===== src/rtl/fetch_pc_ctrl.sv =====
// fetch_pc_ctrl: PC register and fetch-request FSM with redirect flush and stall handling
module fetch_pc_ctrl #(
  parameter int WIDTH = 32,
  parameter logic [WIDTH-1:0] RESET_PC = '0,
  parameter int PC_INC = 4,
  parameter int FLUSH_CYCLES = 1
) (
  input  logic             clk,
  input  logic             reset,
  input  logic             stall,
  input  logic             redirect,
  input  logic [WIDTH-1:0] redirect_target,
  input  logic             fetch_ready,
  output logic [WIDTH-1:0] pc,
  output logic             fetch_valid,
  output logic             bubble,
  output logic             misaligned,
  output logic [1:0]       state
);
  typedef enum logic [1:0] {IDLE = 2'd0, RUN = 2'd1, STALL = 2'd2, FLUSH = 2'd3} state_t;
  localparam logic [WIDTH-1:0] LOW_MASK = WIDTH'(PC_INC - 1);
  localparam logic [WIDTH-1:0] INC = WIDTH'(PC_INC);
  localparam logic [3:0] FLUSH_LAST = 4'(FLUSH_CYCLES - 1);
  state_t state_q, state_d;
  logic [WIDTH-1:0] pc_q, pc_d;
  logic fetch_valid_q, fetch_valid_d;
  logic bubble_q, bubble_d;
  logic misaligned_q, misaligned_d;
  logic [3:0] cnt_q, cnt_d;
  // next state: redirect overrides everything but reset, stall only matters in RUN/STALL/end of FLUSH
  always_comb begin
    state_d = state_q;
    pc_d = pc_q;
    fetch_valid_d = fetch_valid_q;
    bubble_d = bubble_q;
    misaligned_d = 1'b0;
    cnt_d = cnt_q;
    if (redirect) begin
      state_d = FLUSH;
      pc_d = redirect_target & ~LOW_MASK;
      fetch_valid_d = 1'b0;
      bubble_d = 1'b1;
      misaligned_d = |(redirect_target & LOW_MASK);
      cnt_d = FLUSH_LAST;
    end else begin
      case (state_q)
        IDLE: begin
          state_d = RUN;
          fetch_valid_d = 1'b1;
        end
        RUN: begin
          if (stall) begin
            state_d = STALL;
            fetch_valid_d = 1'b0;
          end else if (fetch_valid_q && fetch_ready) begin
            pc_d = pc_q + INC;
          end
        end
        STALL: begin
          if (!stall) begin
            state_d = RUN;
            fetch_valid_d = 1'b1;
          end
        end
        default: begin
          if (cnt_q == 4'd0) begin
            state_d = stall ? STALL : RUN;
            bubble_d = 1'b0;
            fetch_valid_d = !stall;
          end else begin
            cnt_d = cnt_q - 4'd1;
          end
        end
      endcase
    end
  end
  // state and output registers with synchronous reset
  always_ff @(posedge clk) begin
    if (reset) begin
      state_q <= IDLE;
      pc_q <= RESET_PC;
      fetch_valid_q <= 1'b0;
      bubble_q <= 1'b0;
      misaligned_q <= 1'b0;
      cnt_q <= 4'd0;
    end else begin
      state_q <= state_d;
      pc_q <= pc_d;
      fetch_valid_q <= fetch_valid_d;
      bubble_q <= bubble_d;
      misaligned_q <= misaligned_d;
      cnt_q <= cnt_d;
    end
  end
  assign pc = pc_q;
  assign fetch_valid = fetch_valid_q;
  assign bubble = bubble_q;
  assign misaligned = misaligned_q;
  assign state = state_q;
endmodule


===== config.mk =====
export PLATFORM = sky130hd
export DESIGN_NAME = fetch_pc_ctrl
export DESIGN_NICKNAME = d
export VERILOG_FILES = /design/src/rtl/fetch_pc_ctrl.sv
export SDC_FILE = /design/constraint.sdc
export NUM_CORES = 1
export LEC_CHECK = 0
export CAP_MARGIN = 25
export CORE_ASPECT_RATIO = 1.1
export CORE_MARGIN = 5
export CORE_UTILIZATION = 42
export DETAILED_ROUTE_END_ITERATION = 8
export PLACE_DENSITY_LB_ADDON = 0.2
export REMOVE_ABC_BUFFERS = 1
export SETUP_SLACK_MARGIN = 0.2
export SYNTH_ARGS = -nofsm -noshare
export SYNTH_HDL_FRONTEND = slang
export SYNTH_SLANG_ARGS = --single-unit

===== constraint.sdc =====
create_clock -name clk -period 2 [get_ports clk]
set_clock_uncertainty 0.15 [all_clocks]
set_input_delay 0.2 -clock clk [delete_from_list [all_inputs] [get_ports clk]]
set_output_delay 0.2 -clock clk [all_outputs]
set_load 0.005 [all_outputs]

**Word-level counts from Yosys, hierarchy flattened**

Cells that the tools add are included.

- Register bits: 41
- Input bits: 37
- Output and inout port bits: 37
- Logic and storage cells: 57

- Add/subtract/negate cells: 2
- Equal/unequal tests: 8
- Multiplexer cells: 17
- Bitwise gates (word level): 4
- Reductions and logical operators: 19

Operators with widths:

| kind | number |
|---|---|
| 2-to-1 mux 32 bit | 4 |
| adder 32 x 3 -> 32 bit (second input constant) | 1 |
| AND reduction 3 bit | 4 |
| 2-to-1 mux 2 bit | 5 |
| 2-to-1 mux 1 bit | 6 |
| != test 3 bit (second input constant) | 2 |
| one-hot mux 2 bit (3 select lines) | 1 |
| nonzero test 2 bit | 3 |
| OR reduction 2 bit | 3 |
| nonzero test 5 bit | 1 |
| zero test 4 bit | 1 |
| != test 2 x 1 -> 1 bit (second input constant) | 2 |
| != test 2 bit (second input constant) | 2 |
| inverter 1 bit | 4 |
| AND reduction 2 bit | 2 |
| nonzero test 4 bit | 1 |
| subtractor 4 x 1 -> 4 bit (second input constant) | 1 |
| one-hot mux 1 bit (3 select lines) | 1 |
| OR reduction 3 bit | 1 |
| equality test 2 x 1 -> 1 bit (second input constant) | 1 |
| equality test 2 bit (second input constant) | 1 |
| zero test 2 bit | 1 |
| logical AND 1 bit | 1 |
| zero test 1 bit | 1 |

**Logic depth before layout (Yosys ltp)**

Gate-level depths: netlist of the first run.

- Word-level depth: 5
- Gate-level depth with buffers: 7
- Gate-level depth less buffers: 6

**Worst setup path before layout of the first run**

No wires, ideal clock.

- Kind: reg2reg
- From: reg state_q[1], in the netlist state[1]
- To: reg pc_q[26], in the netlist pc[26]
- Arrival: 1.924 ns
- Data required time: 1.790 ns
- Path slack: -0.135 ns
- Cell stages (with the launch flop): 7
- Path buffers: 0
- Cell sequence: dfxtp_1 -> inv_1 -> ha_1 -> nand4b_4 -> nor4_1 -> a311oi_1 -> and4bb_2

- Word-level cells in the longest chain between the ends: 3

RTL lines:

| item | RTL line | source |
|---|---|---|
| from (decl) | 24 | `state_t state_q, state_d;` |
| from (signal assigned) | 87 | `state_q <= state_d;` |
| equality test 2 x 1 -> 1 bit | 46 | `case (state_q)` |
| nonzero test 2 bit (no source line) | n/a |  |
| AND reduction 3 bit (no source line) | n/a |  |
| to (signal assigned) | 88 | `pc_q <= pc_d;` |
| to (decl) | 25 | `logic [WIDTH-1:0] pc_q, pc_d;` |

No other way between the ends.
A chain may end at the register's enable or synchronous reset.

**Final worst setup path of the first run**

- From: reg state_q[1], in the netlist state[1]
- To: reg pc_q[28], in the netlist pc[28]

Same word-level chain as after synthesis.

==> results of run 1 <==
-- registers in the layout, summed over array words and instances (netlist names) --
register and cells:
fetch_valid 1, misaligned 1, pc 30, cnt_q 4
state 2, bubble 1
-- cell usage after synthesis, types with 3 or more instances --
cell type / n / area share (%)
or4_1: 8 / 2.6
inv_1: 14 / 2.2
nand4_1: 16 / 4.3
or3_1: 8 / 2.1
nor3b_1: 4 / 1.3
o21ai_0: 11 / 2.3
a21oi_1: 10 / 2.1
xnor2_1: 5 / 1.9
nand3_1: 12 / 2.6
clkbuf_1: 14 / 2.2
xor2_1: 4 / 1.5
a311oi_1: 14 / 5.2
nand2_1: 18 / 2.9
nor2_1: 30 / 4.8
o31ai_1: 8 / 2.6
ha_1: 6 / 3.2
nor3_1: 5 / 1.1
and4_1: 9 / 3.4
dfxtp_1: 39 / 33
a211oi_1: 8 / 2.6
a2111oi_0: 3 / 1.1
buf_4: 3 / 0.96
nor2b_1: 4 / 1.1
and2_1: 3 / 0.80
and3_1: 3 / 0.80
-- worst min-delay path, delay by kind of cell --
| family | cells | cell delay [ns] |
|---|---|---|
| AND/OR/NAND/NOR | 1 | 0.09 |
| AO/OA/AOI/OAI | 1 | 0.05 |
| buffers and inverters | 1 | 0.39 |
-- cell families (layout without fill, tap and decap cells) --
family                   after synthesis  count (layout)  share of synthesized area (%)
AND/OR/NAND/NOR                      131             131                           32.1
AO/OA/AOI/OAI                         66              66                           20.3
multiplexers                           3               3                           1.33
other                                  1               2                          0.160
adder cells (fa/ha/maj)                6               6                           3.20
buffers and inverters                 34             160                           6.29
flip-flops                            39              39                           33.3
XOR/XNOR                               9               9                           3.36
-- cell type report --
cell class                 count  area, µm²
sequential                    39        810
timing repair buffer         137       1250
clock inverter                 3       15.0
multi-input combinational    217       1680
clock buffer                   5       68.8
fill                         433       1420
inverter                      15       58.8
tap                           75       93.8
-- layout by cell type (no fill, tap or decap), types with 3 or more instances in the layout --
cell type / instances
nor3_1: 4
and4_1: 6
dfxtp_4: 3
inv_1: 12
dfxtp_2: 14
clkdlybuf4s50_1: 71
or4_1: 5
dfxtp_1: 22
a2111oi_2: 3
a311oi_1: 8
or3_1: 8
nor2b_1: 4
a311oi_2: 6
clkinv_2: 3
xnor2_1: 5
nor2_1: 30
buf_6: 9
o31ai_1: 6
nand3_1: 12
ha_4: 4
and3_1: 3
nand4_1: 16
clkbuf_8: 5
o21ai_0: 10
and4_4: 3
nor3b_1: 3
buf_4: 55
or4_4: 4
xor2_1: 4
a21oi_1: 9
nand2_1: 16
a211oi_1: 7
-- through the flow --
step / setup TNS [ns] / cell area (µm²) / hold slack (ns)
floorplan: -1.45 / 2260 / 0.119
CTS: -0.0665 / 3750 / 0.319
global placement: -1.78 / 3400 / 0.324
finish: -0.114 / 3970 / 0.321
global route: -0.500 / 3970 / 0.329
detailed placement: -2.56 / 3400 / 0.333
-- report_power, final --
group / switching (µW) / internal (µW) / leakage, µW / total [µW]
logic: 228 / 328 / 0.00111 / 556
clock network: 290 / 239 / 0.0000477 / 529
registers: 59.0 / 831 / 0.000329 / 890
total: 577 / 1400 / 0.00149 / 1980
-- routing by layer --
| layer | share of wire [%] | GRT usage, % |
|---|---|---|
| met5 | 0 | 0 |
| met4 | 1.0 | 6.91 |
| met3 | 6.7 | 5.30 |
| met2 | 49 | 35.8 |
| met1 | 43 | 27.5 |
-- timing repair --
item,CTS,global route
setup buffers,14,8
cloned,1,0
pin swaps,33,23
resized for setup,46,38
hold buffers,0,0
endpoints found under the setup margin,27,28
-- final timing paths --
| path | slack (ns) | depth (start not counted) | endpoint |
|---|---|---|---|
| setup reg to reg | -0.06 | 7 | pc[28] |
| setup / recovery | -0.06 | 7 | pc[28] |
| hold / removal | 0.32 | 3 | pc[2] |
| hold reg to reg | 0.36 | 2 | cnt_q[1] |
==> impl_results.rst, run 1 <==
.. list-table::
   :header-rows: 1

   * - Metric
     - Value
   * - Result of the run
     - finished, violations left
   * - Failing checks
     - negative setup slack
   * - Y dimension of the die
     - 88.4 µm
   * - Yosys warning count
     - 0
   * - Proportion of synthesized chip area in sequential cells
     - 33.3%
   * - Post-synthesis instance total
     - 289
   * - Crit-path max cell delay
     - 0.57 ns
   * - Dpl ws
     - -0.242 ns
   * - Cell class contributing the biggest share of worst-path delay
     - simple AND/OR/NAND/NOR gates
   * - Unrepaired setup endpoints after global routing
     - true
   * - Area of the core
     - 5400 µm²
   * - Final worst-path cycle share
     - 103%
   * - CP arrival
     - 2.07 ns
   * - Routed via count
     - 2763
   * - Maximum fanout along the worst path
     - 3
   * - Mean area per synthesized cell
     - 8.12 µm²
   * - Count of routing violations after the opening detailed-route iteration
     - 129
   * - Layout overhead on the synthesized area
     - 69.3%
   * - Synth cell types
     - 49
   * - CP Capture Type
     - flop
   * - Hold violation total from the final report
     - 0
   * - Maximum achievable frequency
     - 486 MHz
   * - Clock tree from TritonCTS
     - built
   * - GRT Resource Usage Total
     - 21.6%
   * - Die extent in x
     - 81.3 µm
   * - Clock sink count
     - 39
   * - Worst supply voltage drop on vdd
     - 0.309 mV
   * - DRC violations left
     - 0
   * - Number of placed cells counting well taps
     - 460
   * - Maximum level of the CTS H-tree
     - 2
   * - Worst Path Buf+Inv
     - 2
   * - Initial antenna violation count
     - 0
   * - Number of synthesized register bits
     - 39
   * - Final-stage net count
     - 458
   * - Number of flops mapped to enable cells by yosys
     - 0
   * - Library cell used as clock root buffer
     - clkbuf_8
   * - Post-DR vias/cell
     - 5.63
   * - Weighted congestion at the end of routability-driven global placement
     - 0.844
   * - Type of the worst setup path
     - reg2reg
   * - Final period demand of the worst path
     - 2.06 ns
   * - Crit path setup slack, layout
     - -0.0589 ns
   * - Maximum number of pins on one net before global-route repair
     - 26
   * - Source of the worst hold timing path
     - redirect_target[2]
   * - Clock latency on the worst-skew pair
     - 0.30 ns
   * - Slew Limit Fails
     - 0
   * - Dominant register cell in the synthesized netlist
     - dfxtp_1
   * - Global route overflow
     - 0
   * - Number of cell rows
     - 28
   * - Startpoint Class
     - flop
   * - Pre-Repair DR Iteration Count
     - 4
   * - Crit path cell chain
     - inv_2, ha_4, nand4b_4, or4_4, buf_4, nor4_1, a2111oi_2
   * - Crit-path slowest cell
     - or4_4
   * - Leakage power figure
     - 0.00149 µW
   * - Final cell count without fillers
     - 491
   * - Core utilization of the finished layout
     - 73.6%
   * - Detailed-placement wirelength estimate
     - 5240 µm
   * - Wire length of the first global-routing pass
     - 12300 µm
   * - Pwr per Cell Area
     - 497 nW/µm²
   * - Antenna diode instance count
     - 0
   * - Crit Reg-Reg Startpoint
     - state[1]
   * - Total CTS buffers
     - 5
   * - Max Cap Violations
     - 0
   * - Worst-case clock buffer depth
     - 2
   * - Share of synthesized registers carrying an async set or reset
     - 0%
   * - Post-DR wirelength/cell
     - 16.3 µm
   * - CP Launch Point
     - state[1]
   * - Vias in the first global route
     - 2630
   * - Number of nets with antenna violations after routing
     - 0
   * - Hold WC Path Type
     - in2reg
   * - Top-level port count
     - 74
   * - Effective utilization at floorplan
     - 43.5%
   * - Count of buffers inserted at the top-level ports
     - 71
   * - Final Total Pwr
     - 1980 µW
   * - CP required
     - 2.02 ns
   * - Clock transition at the registers of the reported paths
     - 0.08 ns
   * - Number of endpoints failing setup at the final stage
     - 2
   * - Netlist area before placement
     - 2350 µm²
   * - Area enclosed by the die boundary
     - 7180 µm²
   * - Final wirelength
     - 8010 µm
   * - Fraction of final layout cells with drive strength greater than 1
     - 32.2%
Power figures use the tool's default switching activity.
==> run 2, diff against run 1 <==
--- a/config.mk
+++ b/config.mk
@@ -7,12 +7,14 @@
 export LEC_CHECK = 0
 export CAP_MARGIN = 25
 export CORE_ASPECT_RATIO = 1.1
-export CORE_MARGIN = 5
+export CORE_MARGIN = 8
 export CORE_UTILIZATION = 42
+export CTS_BUF_LIST = sky130_fd_sc_hd__clkbuf_16
 export DETAILED_ROUTE_END_ITERATION = 8
 export PLACE_DENSITY_LB_ADDON = 0.2
 export REMOVE_ABC_BUFFERS = 1
 export SETUP_SLACK_MARGIN = 0.2
+export SKIP_LAST_GASP = 1
 export SYNTH_ARGS = -nofsm -noshare
 export SYNTH_HDL_FRONTEND = slang
 export SYNTH_SLANG_ARGS = --single-unit
==> impl_results.rst, run 2 (synthesized netlist as in run 1, its figures left out) <==
.. list-table::
   :header-rows: 1

   * - Metric
     - Value
   * - Result of the run
     - finished, violations left
   * - Failing checks
     - negative setup slack
   * - Layout overhead on the synthesized area
     - 68.8%
   * - Y dimension of the die
     - 94.4 µm
   * - Met3 demand-to-capacity share in global routing
     - 4.69%
   * - Clock tree from TritonCTS
     - built
   * - DRC violations left
     - 0
   * - Number of cell rows
     - 28
   * - Antenna diode instance count
     - 0
   * - Crit-path slowest cell
     - or4_4
   * - Most common library cell in the layout ignoring fill and taps
     - clkdlybuf4s50_1
   * - Number of endpoints failing setup at the final stage
     - 7
   * - Top-level port count
     - 74
   * - Final wirelength
     - 8570 µm
   * - Crit path setup slack, layout
     - -0.0433 ns
   * - Startpoint Class
     - flop
   * - GRT Max-Usage Layer
     - met2
   * - Maximum achievable frequency
     - 489 MHz
   * - Weighted congestion at the end of routability-driven global placement
     - 0.844
   * - Dpl ws
     - -0.318 ns
   * - CP required
     - 2.05 ns
   * - CP Capture Type
     - flop
   * - Effective utilization at floorplan
     - 43.5%
   * - Pwr per Cell Area
     - 554 nW/µm²
   * - Total CTS buffers
     - 5
   * - Maximum number of pins on one net before global-route repair
     - 26
   * - Count of buffers inserted at the top-level ports
     - 71
   * - CP arrival
     - 2.10 ns
   * - Unrepaired setup endpoints after global routing
     - true
   * - Number of nets with antenna violations after routing
     - 0
   * - Library cell used as clock root buffer
     - clkbuf_16
   * - Most frequent cells in the layout
     - clkdlybuf4s50_1, buf_4, nor2_1, dfxtp_1
   * - Count of routing violations after the opening detailed-route iteration
     - 127
   * - Post-route setup TNS
     - -0.114 ns
   * - Detailed-placement wirelength estimate
     - 5580 µm
   * - Pre-Repair DR Iteration Count
     - 4
   * - Slew Limit Fails
     - 0
   * - Met1 track demand over resource
     - 26.1%
   * - Worst supply voltage drop on vdd
     - 0.331 mV
   * - Summed area of non-filler cells in the final layout
     - 3960 µm²
   * - Leakage power figure
     - 0.00149 µW
   * - Clock transition at the registers of the reported paths
     - 0.06 ns
   * - Area enclosed by the die boundary
     - 8240 µm²
   * - Type of the worst setup path
     - reg2reg
   * - Hold WC Path Type
     - in2reg
   * - GRT Resource Usage Total
     - 20.1%
   * - Worst-case clock buffer depth
     - 2
   * - Filler Cells Inserted
     - 422
   * - Clock sink count
     - 39
   * - Max Cap Violations
     - 0
   * - Met2 track utilization from global routing
     - 32.4%
   * - Initial antenna violation count
     - 0
   * - Clock latency on the worst-skew pair
     - 0.29 ns
   * - Hold violation total from the final report
     - 0
   * - Final worst-path cycle share
     - 102%
   * - Maximum fanout along the worst path
     - 5
   * - Fraction of final layout cells with drive strength greater than 1
     - 28.6%
   * - Vias in the first global route
     - 2636
   * - Die extent in x
     - 87.3 µm
   * - Placed standard-cell area
     - 3390 µm²
   * - Crit-path max cell delay
     - 0.58 ns
   * - Largest register FFs
     - 30
   * - Global route overflow
     - 0
   * - Area of the core
     - 5400 µm²
   * - Final Total Pwr
     - 2190 µW
   * - Maximum level of the CTS H-tree
     - 2
   * - Core utilization of the finished layout
     - 73.4%
   * - Final-stage net count
     - 452
   * - Final period demand of the worst path
     - 2.04 ns
   * - Post-DR wirelength/cell
     - 17.7 µm
   * - Post-DR vias/cell
     - 5.66
   * - Wire length of the first global-routing pass
     - 13300 µm
   * - Routed via count
     - 2739
   * - Crit path cell chain
     - nand4_1, or4_4, buf_4, o31a_1, a221oi_2
run 2: routing by layer:
metal,vias to the layer above,part of all wire (%)
met2,79,49
li1,1335,-
met1,1310,44
met5,-,0
met4,0,2.1
met3,15,4.3
run 2: layout make-up:
class	instances	area, µm²	share of cell area, %
multi-input cells	217	1610	40.6
repair buffers	131	1260	31.8
flip-flops and latches	39	811	20.5
clock buffers	5	125	3.16
well taps	75	93.8	2.37
inverters	15	56.3	1.42
clock inverters	2	8.76	0.221
run 2: timing repair:
item | 4_1_cts | 5_1_grt
pin swaps | 32 | 20
gates cloned | 1 | 0
setup buffers | 12 | 8
hold buffers | 0 | 0
gates resized for setup | 36 | 37
endpoints found under the setup margin | 30 | 31
run 2: power breakdown:
| group | internal [µW] | switching, µW | leakage [µW] |
|---|---|---|---|
| Combinational | 317 | 224 | 0.00109 |
| Clock | 448 | 316 | 0.0000671 |
| Sequential | 831 | 57.5 | 0.000329 |
| Total | 1600 | 597 | 0.00149 |
run 2: worst paths after layout:
kind,slack (ns),from,to,depth (start not counted)
worst max-delay path,-0.04,pc[12],pc[16],5
worst min-delay path,0.33,redirect_target[25],pc[25],3
worst max register to register,-0.04,pc[12],pc[16],5
worst min register to register,0.34,bubble,bubble,2
run 2: per-stage QoR:
step	hold WS [ns]	cells
2_1_floorplan	0.119	271
3_3_place_gp	0.320	456
3_5_place_dp	0.329	456
4_1_cts	0.328	476
5_1_grt	0.362	484
6_report	0.327	484
run 2: worst max-delay path: cells and delay by family (launching register included):
kind | cells | cell delay, ns
AOI/OAI and AO/OA | 2 | 0.45
buffers and inverters | 1 | 0.16
DFF | 1 | 0.36
and+or+nand+nor | 2 | 0.83
